===== config.mk =====
export PLATFORM = sky130hd
export DESIGN_NAME = mantissa_addsub_seq
export DESIGN_NICKNAME = d
export VERILOG_FILES = /design/src/rtl/fpu_pkg.sv /design/src/rtl/chunk_adder.sv /design/src/rtl/full_adder.sv /design/src/rtl/mantissa_addsub_seq.sv
export SDC_FILE = /design/constraint.sdc
export NUM_CORES = 1
export LEC_CHECK = 0
export ABC_AREA = 1
export BUFFER_PORTS_ARGS = -buffer_cell sky130_fd_sc_hd__buf_4
export CAP_MARGIN = 20
export CORE_UTILIZATION = 51
export CTS_BUF_LIST = sky130_fd_sc_hd__clkbuf_4 sky130_fd_sc_hd__clkbuf_8
export DETAILED_ROUTE_END_ITERATION = 16
export PLACE_DENSITY_LB_ADDON = 0.12
export SYNTH_ARGS = -nofsm -noshare
export SYNTH_HDL_FRONTEND = slang
export SYNTH_SLANG_ARGS = --single-unit

===== constraint.sdc =====
create_clock -name clk -period 4.8 [get_ports clk]
set_clock_uncertainty 0.2 [all_clocks]
set_input_delay 0.48 -clock clk [delete_from_list [all_inputs] [get_ports clk]]
set_output_delay 0.48 -clock clk [all_outputs]
set_load 0.05 [all_outputs]

===== src/rtl/fpu_pkg.sv =====
// rtl/fpu_pkg.sv - shared constants and FSM state encoding for the mantissa add/sub path
//
// Purpose: default operand/chunk widths and the IDLE/BUSY/DONE state type
//          used by mantissa_addsub_seq.
package fpu_pkg;

  localparam int DEFAULT_WIDTH = 24;
  localparam int DEFAULT_CHUNK = 8;

  typedef enum logic [1:0] {
    IDLE = 2'd0,
    BUSY = 2'd1,
    DONE = 2'd2
  } state_t;

endpackage


===== src/rtl/chunk_adder.sv =====
// rtl/chunk_adder.sv - combinational W-bit ripple adder built from full_adder cells
//
// Purpose: adds one chunk of the mantissa per cycle.
// Ports:   a, b [W-1:0] - chunk operands
//          cin          - carry into bit 0
//          sum [W-1:0]  - chunk sum
//          cout         - carry out of bit W-1
module chunk_adder #(
  parameter int W = 8
) (
  input  logic [W-1:0] a,
  input  logic [W-1:0] b,
  input  logic         cin,
  output logic [W-1:0] sum,
  output logic         cout
);

  logic [W:0] carry;

  assign carry[0] = cin;

  for (genvar i = 0; i < W; i++) begin : g_bit
    full_adder u_fa (
      .a    (a[i]),
      .b    (b[i]),
      .cin  (carry[i]),
      .sum  (sum[i]),
      .cout (carry[i+1])
    );
  end

  assign cout = carry[W];

endmodule


===== src/rtl/full_adder.sv =====
// rtl/full_adder.sv - single-bit full adder cell
//
// Purpose: one-bit a + b + cin.
// Ports:   a, b, cin - addend bits and carry-in
//          sum, cout - sum bit and carry-out
module full_adder (
  input  logic a,
  input  logic b,
  input  logic cin,
  output logic sum,
  output logic cout
);

  assign sum  = a ^ b ^ cin;
  assign cout = (a & b) | (cin & (a ^ b));

endmodule


===== src/rtl/mantissa_addsub_seq.sv =====
// rtl/mantissa_addsub_seq.sv - multi-cycle mantissa adder/subtractor, CHUNK bits per cycle
//
// Purpose: computes a+b+cin or a-b over WIDTH/CHUNK cycles with a valid/ready
//          handshake on both sides.
// Ports:   clk, rst             - clock, synchronous active-high reset
//          in_valid, in_ready   - operand handshake (ready only in IDLE)
//          a, b [WIDTH-1:0]     - unsigned operands
//          sub, cin             - 1 = a-b; carry-in used only when sub=0
//          out_valid, out_ready - result handshake (valid only in DONE)
//          sum [WIDTH-1:0]      - result modulo 2^WIDTH
//          cout                 - carry out of MSB (sub: 1 = no borrow)
//          zero                 - sum is all zeros
module mantissa_addsub_seq
  import fpu_pkg::*;
#(
  parameter int WIDTH = DEFAULT_WIDTH,
  parameter int CHUNK = DEFAULT_CHUNK
) (
  input  logic             clk,
  input  logic             rst,
  input  logic             in_valid,
  output logic             in_ready,
  input  logic [WIDTH-1:0] a,
  input  logic [WIDTH-1:0] b,
  input  logic             sub,
  input  logic             cin,
  output logic             out_valid,
  input  logic             out_ready,
  output logic [WIDTH-1:0] sum,
  output logic             cout,
  output logic             zero
);

  localparam int NCHUNK = WIDTH / CHUNK;
  localparam int IDX_W  = (NCHUNK > 1) ? $clog2(NCHUNK) : 1;
  localparam logic [IDX_W-1:0] LAST_IDX = IDX_W'(NCHUNK - 1);

  if (CHUNK < 1 || (WIDTH % CHUNK) != 0) begin : g_bad_chunk
    $error("mantissa_addsub_seq: WIDTH must be a positive multiple of CHUNK");
  end

  state_t           state, state_next;
  logic [WIDTH-1:0] a_reg, b_reg;
  logic             carry;
  logic [IDX_W-1:0] idx;
  logic [CHUNK-1:0] chunk_a, chunk_b, chunk_sum;
  logic             chunk_cout;
  logic [WIDTH-1:0] sum_merged;
  logic             accept, last_chunk;

  // ---------------- control FSM ----------------
  always_ff @(posedge clk) begin
    if (rst) state <= IDLE;
    else     state <= state_next;
  end

  always_comb begin
    state_next = state;
    in_ready   = 1'b0;
    out_valid  = 1'b0;
    case (state)
      IDLE: begin
        in_ready = 1'b1;
        if (in_valid) state_next = BUSY;
      end
      BUSY: begin
        if (idx == LAST_IDX) state_next = DONE;
      end
      DONE: begin
        out_valid = 1'b1;
        if (out_ready) state_next = IDLE;
      end
      default: state_next = IDLE;
    endcase
  end

  assign accept     = (state == IDLE) && in_valid;
  assign last_chunk = (state == BUSY) && (idx == LAST_IDX);

  // ---------------- datapath ----------------
  assign chunk_a = a_reg[idx*CHUNK +: CHUNK];
  assign chunk_b = b_reg[idx*CHUNK +: CHUNK];

  chunk_adder #(.W(CHUNK)) u_chunk_adder (
    .a    (chunk_a),
    .b    (chunk_b),
    .cin  (carry),
    .sum  (chunk_sum),
    .cout (chunk_cout)
  );

  // Result with the current chunk spliced in, so zero can be judged on the
  // final value in the same cycle the last chunk lands.
  always_comb begin
    sum_merged = sum;
    sum_merged[idx*CHUNK +: CHUNK] = chunk_sum;
  end

  always_ff @(posedge clk) begin
    if (rst) begin
      a_reg <= '0;
      b_reg <= '0;
      carry <= 1'b0;
      idx   <= '0;
      sum   <= '0;
      cout  <= 1'b0;
      zero  <= 1'b0;
    end else if (accept) begin
      // Subtraction as a + ~b + 1.
      a_reg <= a;
      b_reg <= sub ? ~b : b;
      carry <= sub ? 1'b1 : cin;
      idx   <= '0;
    end else if (state == BUSY) begin
      sum   <= sum_merged;
      carry <= chunk_cout;
      idx   <= last_chunk ? '0 : idx + 1'b1;
      if (last_chunk) begin
        cout <= chunk_cout;
        zero <= (sum_merged == '0);
      end
    end
  end

endmodule


==> After elaboration in Yosys (flattened, before gate mapping) <==
Cells that the tools add are included.
{ "totals": {"word_cells": 83, "reg_bits": 79, "in_bits": 54, "out_inout_bits": 28} }
{ "op_classes": {"n_bitwise": 42, "n_addsub": 2, "n_eq_ne": 6, "n_shift": 4, "mux": 12, "reduce_logical": 9} }
{ "op_table": {"columns": ["cell", "count"], "rows": [
  ["$shiftx A24 B6 Y8", 2],
  ["$neg A5 Y34", 1],
  ["$shift A8 B34 Y24 const A", 1],
  ["$shiftx A8 B34 Y24", 1],
  ["$bwmux W24", 1],
  ["$logic_not A24 Y1", 1],
  ["$mux W24", 1],
  ["$not A24 Y24", 1],
  ["$and A1 B1 Y1", 16],
  ["$xor A1 B1 Y1", 16],
  ["$mux W2", 4],
  ["$or A1 B1 Y1", 8],
  ["$pmux W2 S3", 1],
  ["$reduce_and A3 Y1", 2],
  ["$mux W1", 5],
  ["$eq A2 B2 Y1 const B", 2],
  ["$ne A2 B2 Y1 const B", 2],
  ["$add A2 B1 Y2 const B", 1],
  ["$eq A2 B1 Y1 const B", 1],
  ["$logic_and A1 B1 Y1", 2],
  ["$logic_not A2 Y1", 1],
  ["$ne A2 B1 Y1 const B", 1],
  ["$reduce_and A2 Y1", 1],
  ["$reduce_bool A2 Y1", 1],
  ["other kinds (2)", 2]
]} }

==> Longest topological paths before layout <==
{ "logic_depth": {"word_depth": 20, "mapped_depth": 27, "depth_no_buf": 25} }

==> Modules after synthesis <==
Synthesis repeated with hierarchy kept, for this count alone.
{ "unflattened": {"hier_cells": 581, "hier_area_um2": 4063.9} }
{ "by_module_without_submodules": {"columns": ["mod", "seq_area_each_um2", "cells_per_inst", "area_each_um2", "instances"], "rows": [
  ["mantissa_addsub_seq", 1581.5, 573, 3903.7, 1],
  ["full_adder", 0.0, 1, 20.0, 8]
]} }

==> Worst setup path after synthesis <==
Ideal clock, no wire load.
{ "synth_timing": {"kind": "register to register", "start": "register idx[1]", "end": "register zero", "arrival_ns": 4.687, "path_stages_with_launch": 27, "path_buffers": 1, "period_less_slack_ns": 4.952, "setup_ns": 0.065, "t_required_ns": 4.535, "path_slack_ns": -0.152, "path_cell_list": "dfxtp_1 -> inv_1 -> nor2_1 -> buf_2 -> a2bb2oi_1 -> fa_1 -> fa_1 -> fa_1 -> fa_1 -> fa_1 -> inv_1 -> fa_1 -> inv_1 -> fa_1 -> inv_1 -> fa_1 -> nand2_1 -> inv_1 -> nand2_1 -> nand2_1 -> nor2_1 -> nand2_1 -> nor2_1 -> nand2_1 -> nor2_1 -> nor2_1 -> nor2_1"} }
{ "synth_between": {"elab_chain_len": 20} }
{ "synth_lines": {"columns": ["element", "line", "source"], "rows": [
  ["start: declaration", "mantissa_addsub_seq.sv:45", "logic [IDX_W-1:0] idx;"],
  ["start signal: assignment", "mantissa_addsub_seq.sv:117", "idx <= last_chunk ? '0 : idx + 1'b1;"],
  ["$shiftx A24 B6 Y8 (on tied branches)", "mantissa_addsub_seq.sv:81, mantissa_addsub_seq.sv:82", null],
  ["$xor A1 B1 Y1", "full_adder.sv:14, full_adder.sv:15", null],
  ["$and A1 B1 Y1", "full_adder.sv:15", "assign cout = (a & b) | (cin & (a ^ b));"],
  ["$or A1 B1 Y1", "full_adder.sv:15", null],
  ["$and A1 B1 Y1", "full_adder.sv:15", null],
  ["$or A1 B1 Y1", "full_adder.sv:15", null],
  ["$and A1 B1 Y1", "full_adder.sv:15", null],
  ["$or A1 B1 Y1", "full_adder.sv:15", null],
  ["[... 4 more ...]", null, null],
  ["$and A1 B1 Y1", "full_adder.sv:15", null],
  ["$or A1 B1 Y1", "full_adder.sv:15", null],
  ["$and A1 B1 Y1", "full_adder.sv:15", null],
  ["$or A1 B1 Y1", "full_adder.sv:15", null],
  ["$xor A1 B1 Y1", "full_adder.sv:14", "assign sum = a ^ b ^ cin;"],
  ["$shiftx A8 B34 Y24", "mantissa_addsub_seq.sv:96", "sum_merged[idx*CHUNK +: CHUNK] = chunk_sum;"],
  ["$bwmux W24", "mantissa_addsub_seq.sv:96", null],
  ["$logic_not A24 Y1", "mantissa_addsub_seq.sv:120", "zero <= (sum_merged == '0);"],
  ["end signal: assignment", "mantissa_addsub_seq.sv:120", null],
  ["end: declaration", "mantissa_addsub_seq.sv:31", "output logic zero"]
]} }
Parallel ways exist; a longest one is shown, timed or not.
A chain may end at the register's enable or synchronous reset.

==> Worst setup path after layout <==
{ "layout_timing": {"start": "register idx[0]", "end": "register zero"} }
Same word-level chain as after synthesis.

==> results.md <==
* Run status: finished clean
* Initial standard-cell utilization of the core at 0.525
* Met2 Track Usage GR at 0.429
* Worst Min Path Start: out_ready
* Mean post-synth cell area at between 7 and 8 um2
* Dominant combinational cell family by area after synthesis: simple AND/OR/NAND/NOR gates
* Via total after detailed routing at 3804
* Worst-skew pair later-pin latency at roughly 0.35 ns
* Detailed placement HPWL at around 7.3 mm
* Die outline height at 90.9 um
* TritonCTS clock tree: yes
* Met1 Use GR at 0.311
* Fraction of the mapped netlist area in compound gates at 0.186
* Site row count at 32
* Critical Path Start Type: register
* Detailed-route DRC error count at 0
* Cell depth of the worst min-delay path at 4
* Post-synthesis instance area at slightly above 0.004 mm2
* DP Worst Slack at -0.273 ns
* Routability-driven placement congestion ratio at 0.864
* Post-synthesis cell count at between 500 and 600
* Worst hold slack after final layout at 0.172 ns
* Type of element capturing the critical path: register
* Most Used Layer, Global Route: met2
* Worst voltage drop across the vdd grid at roughly 0.18 mV
* Antenna-violating nets left at 0
* Critical path data arrival time at between 4 and 5 ns
* Synth warnings at 0
* Critical path cell sequence: o21ai_1, a2bb2oi_2, fa_2, fa_2, fa_2, fa_2, fa_2, inv_2, fa_1, inv_1, fa_2, inv_2, fa_1, nand2_1, inv_1, nand2_1, nand2_1, nor2_1, nand2_1, nor2_1, nand2_1, nor2_1, nor2_1, nor2_1
* Asr flop ratio synth at 0
* Highest attainable clock frequency at between 200 and 250 MHz
* GR Layer Usage met3 at 0.0471
* Power density over the cells at between 300 and 400 mW/mm2
* Layout Utilization at 0.645
* Total count of max-transition violations in the final report at 0
* Primary flip-flop cell chosen by synthesis mapping: sky130_fd_sc_hd__dfxtp_1
* R2R Path Start: idx[0]
* GRT Resource Usage Total at 0.248
* Critical path's slowest cell: sky130_fd_sc_hd__dfxtp_4
* Required time of the critical path at slightly below 5 ns
* Total Nets Final at between 700 and 800
* Fraction of final layout cells sized beyond drive strength 1 at 0.200
* Final worst setup slack at roughly 0.2 ns
* Period minus WS final at between 4 and 5 ns
* Clock H-tree levels at 3
* Vias in the first global route at between 3000 and 4000
* Leftover overflow at the end of global routing at 0
* Total of flip-flops plus latches after synthesis at ~80
* Die ar. at slightly above 0.008 mm2
* Boundary Pins at ~80
* Static Leakage at 0.00233 uW
* Part of the Yosys area used for sequential elements at 0.392
* Worst slew margin relative to its limit at 0.522
* Critical path's most frequent cell: sky130_fd_sc_hd__fa_2
* TritonRoute pass-1 iters at 7
* Number of DRC violations after detailed-routing iteration 0 at between 100 and 150
* Wire length per cell at roughly 13 um
* Critical path peak fanout at 6
* Maximum clock insertion buffer count at 2
* Wire length reported by the detailed router at ~10 mm
* Depth of the worst register-to-register path at 24
* Worst hold path class: input pin to register
* Share of synthesized cell area in full adder, half adder and majority cells at 0.0552
* Slew at the pin closest to its max-slew limit at ~0.7 ns
* Slack of the worst reg-to-reg path at 0.20 ns
* Root cell of the clock tree: sky130_fd_sc_hd__clkbuf_8
* Setup violation total in the final timing report at 0
* Design area at just under 0.005 mm2
* Unrepaired setup endpoints after global routing: yes
* Buffers & Inverters on Critical Path at 4
* Port Buffer Count at between 80 and 90
* Synthesized-area fraction occupied by and/or/nand/nor cells at 0.205
* Antenna violations before repair at 0
* Clock-pin slew of the registers on the worst-case setup and hold paths at roughly 0.08 ns
* Crit path kind: register to register
* Number of clock buffers inserted by TritonCTS at 9
* MaxCap Viol Count at 0
* Pin count of the biggest net entering global routing at just under 50
* Cell Area, Placed at around 0.0047 mm2
* Diode count at 0
* Vias per std cell at around 5.1
* Clock sink count at 79
* Xor-xnor portion of the synthesized cell area at 0.0521
* Area Growth Syn to Fin at 23.0%
* Worst min-delay path endpoint: state[1]
* Most frequent cells in the layout: sky130_fd_sc_hd__nor2_1 (115), sky130_fd_sc_hd__buf_4 (92), sky130_fd_sc_hd__dfxtp_1 (78)
* Wire length of the first global-routing pass at roughly 16 mm
* Number of enable flip-flop cells after synthesis at 0
* Mux cell area share after synthesis at 0
* Critical register-to-register path endpoint: zero
* Synthesized net count at ~630
* Period utilization at 0.958
* Final hold violations at 0
* CP delay by family, top: adder cells
* Die width at 90.9 um
* Standard cell core area at about 0.0077 mm2
* Most frequent standard cell in the layout excluding fill and tap cells: sky130_fd_sc_hd__nor2_1
* Distinct cells, synth at 30
* Biggest cell delay along the critical path at a little over 0.4 ns
logic make-up after synthesis:
logic type                 Yosys count
AOI/OAI and AO/OA                  131
buffers and inverters              110
DFF                                 79
xor gates and xnor gates            24
adders and majority gates           13
and+or+nand+nor                    210
how the worst max path moves through the flow:
stage | cells past startpoint | endpoint | start
6_report | 24 | zero | idx[0]
5_1_grt | 25 | zero | idx[0]
4_1_cts | 25 | zero | idx[1]
3_5_place_dp | 25 | zero | idx[0]
3_3_place_gp | 25 | zero | idx[0]
2_1_floorplan | 27 | zero | idx[0]
layer usage:
| metal | part of all wire | vias to the layer above |
|---|---|---|
| li1 | - | 1957 |
| met1 | 0.45 | 1742 |
| met2 | 0.49 | 88 |
| met3 | 0.040 | 17 |
| met4 | 0.018 | 0 |
| met5 | 0 | - |
stage by stage:
stage          total power [uW]  TNS [ns]  instances
2_1_floorplan              1100         0        567
3_3_place_gp               1230   -0.0198        731
3_5_place_dp               1250    -0.311        731
4_1_cts                    1740         0        747
5_1_grt                    1830   -0.0303        747
6_report                   1730         0        747
what timing repair did:
item                                    in CTS  in global routing
resized for setup                            7                 11
endpoints found under the setup margin       2                  1
hold buffers                                 0                  0
setup buffers                                0                  0
pin swaps                                    0                  4
endpoints found under the hold margin        0                  0
worst register-to-register path: cells and delay by family, from the launching register on:
family          cells  cell delay (ns)
simple gates       10             0.75
buf+inv             4             0.22
fa+ha+maj           8             2.68
compound gates      2             0.28
flops               1             0.41
power by group:
part / switching (uW) / internal [uW]
Sequential: 34.1 / 712
Clock: 246 / 244
Combinational: 313 / 184
cells in the mapped netlist (7+ instances only):
cell / n / area, um2
sky130_fd_sc_hd__a21oi_1: 24 / 120
sky130_fd_sc_hd__a22oi_1: 7 / 52.6
sky130_fd_sc_hd__buf_2: 11 / 55.1
sky130_fd_sc_hd__clkbuf_1: 14 / 52.6
sky130_fd_sc_hd__dfxtp_1: 79 / 1580
sky130_fd_sc_hd__fa_1: 8 / 160
sky130_fd_sc_hd__inv_1: 78 / 293
sky130_fd_sc_hd__nand2_1: 71 / 267
sky130_fd_sc_hd__nand3_1: 16 / 80.1
sky130_fd_sc_hd__nor2_1: 117 / 439
sky130_fd_sc_hd__o211ai_1: 11 / 82.6
sky130_fd_sc_hd__o21ai_0: 66 / 330
sky130_fd_sc_hd__o22ai_1: 13 / 81.3
sky130_fd_sc_hd__xnor2_1: 20 / 175
layout make-up:
type	count	area (um2)
fill	739	2730
multi-input combinational	378	2060
sequential	79	1590
timing repair buffer	92	691
inverter	80	305
clock buffer	10	131
tap	102	128
clock inverter	6	61.3
No activity file was read; power rests on OpenSTA's default activity.
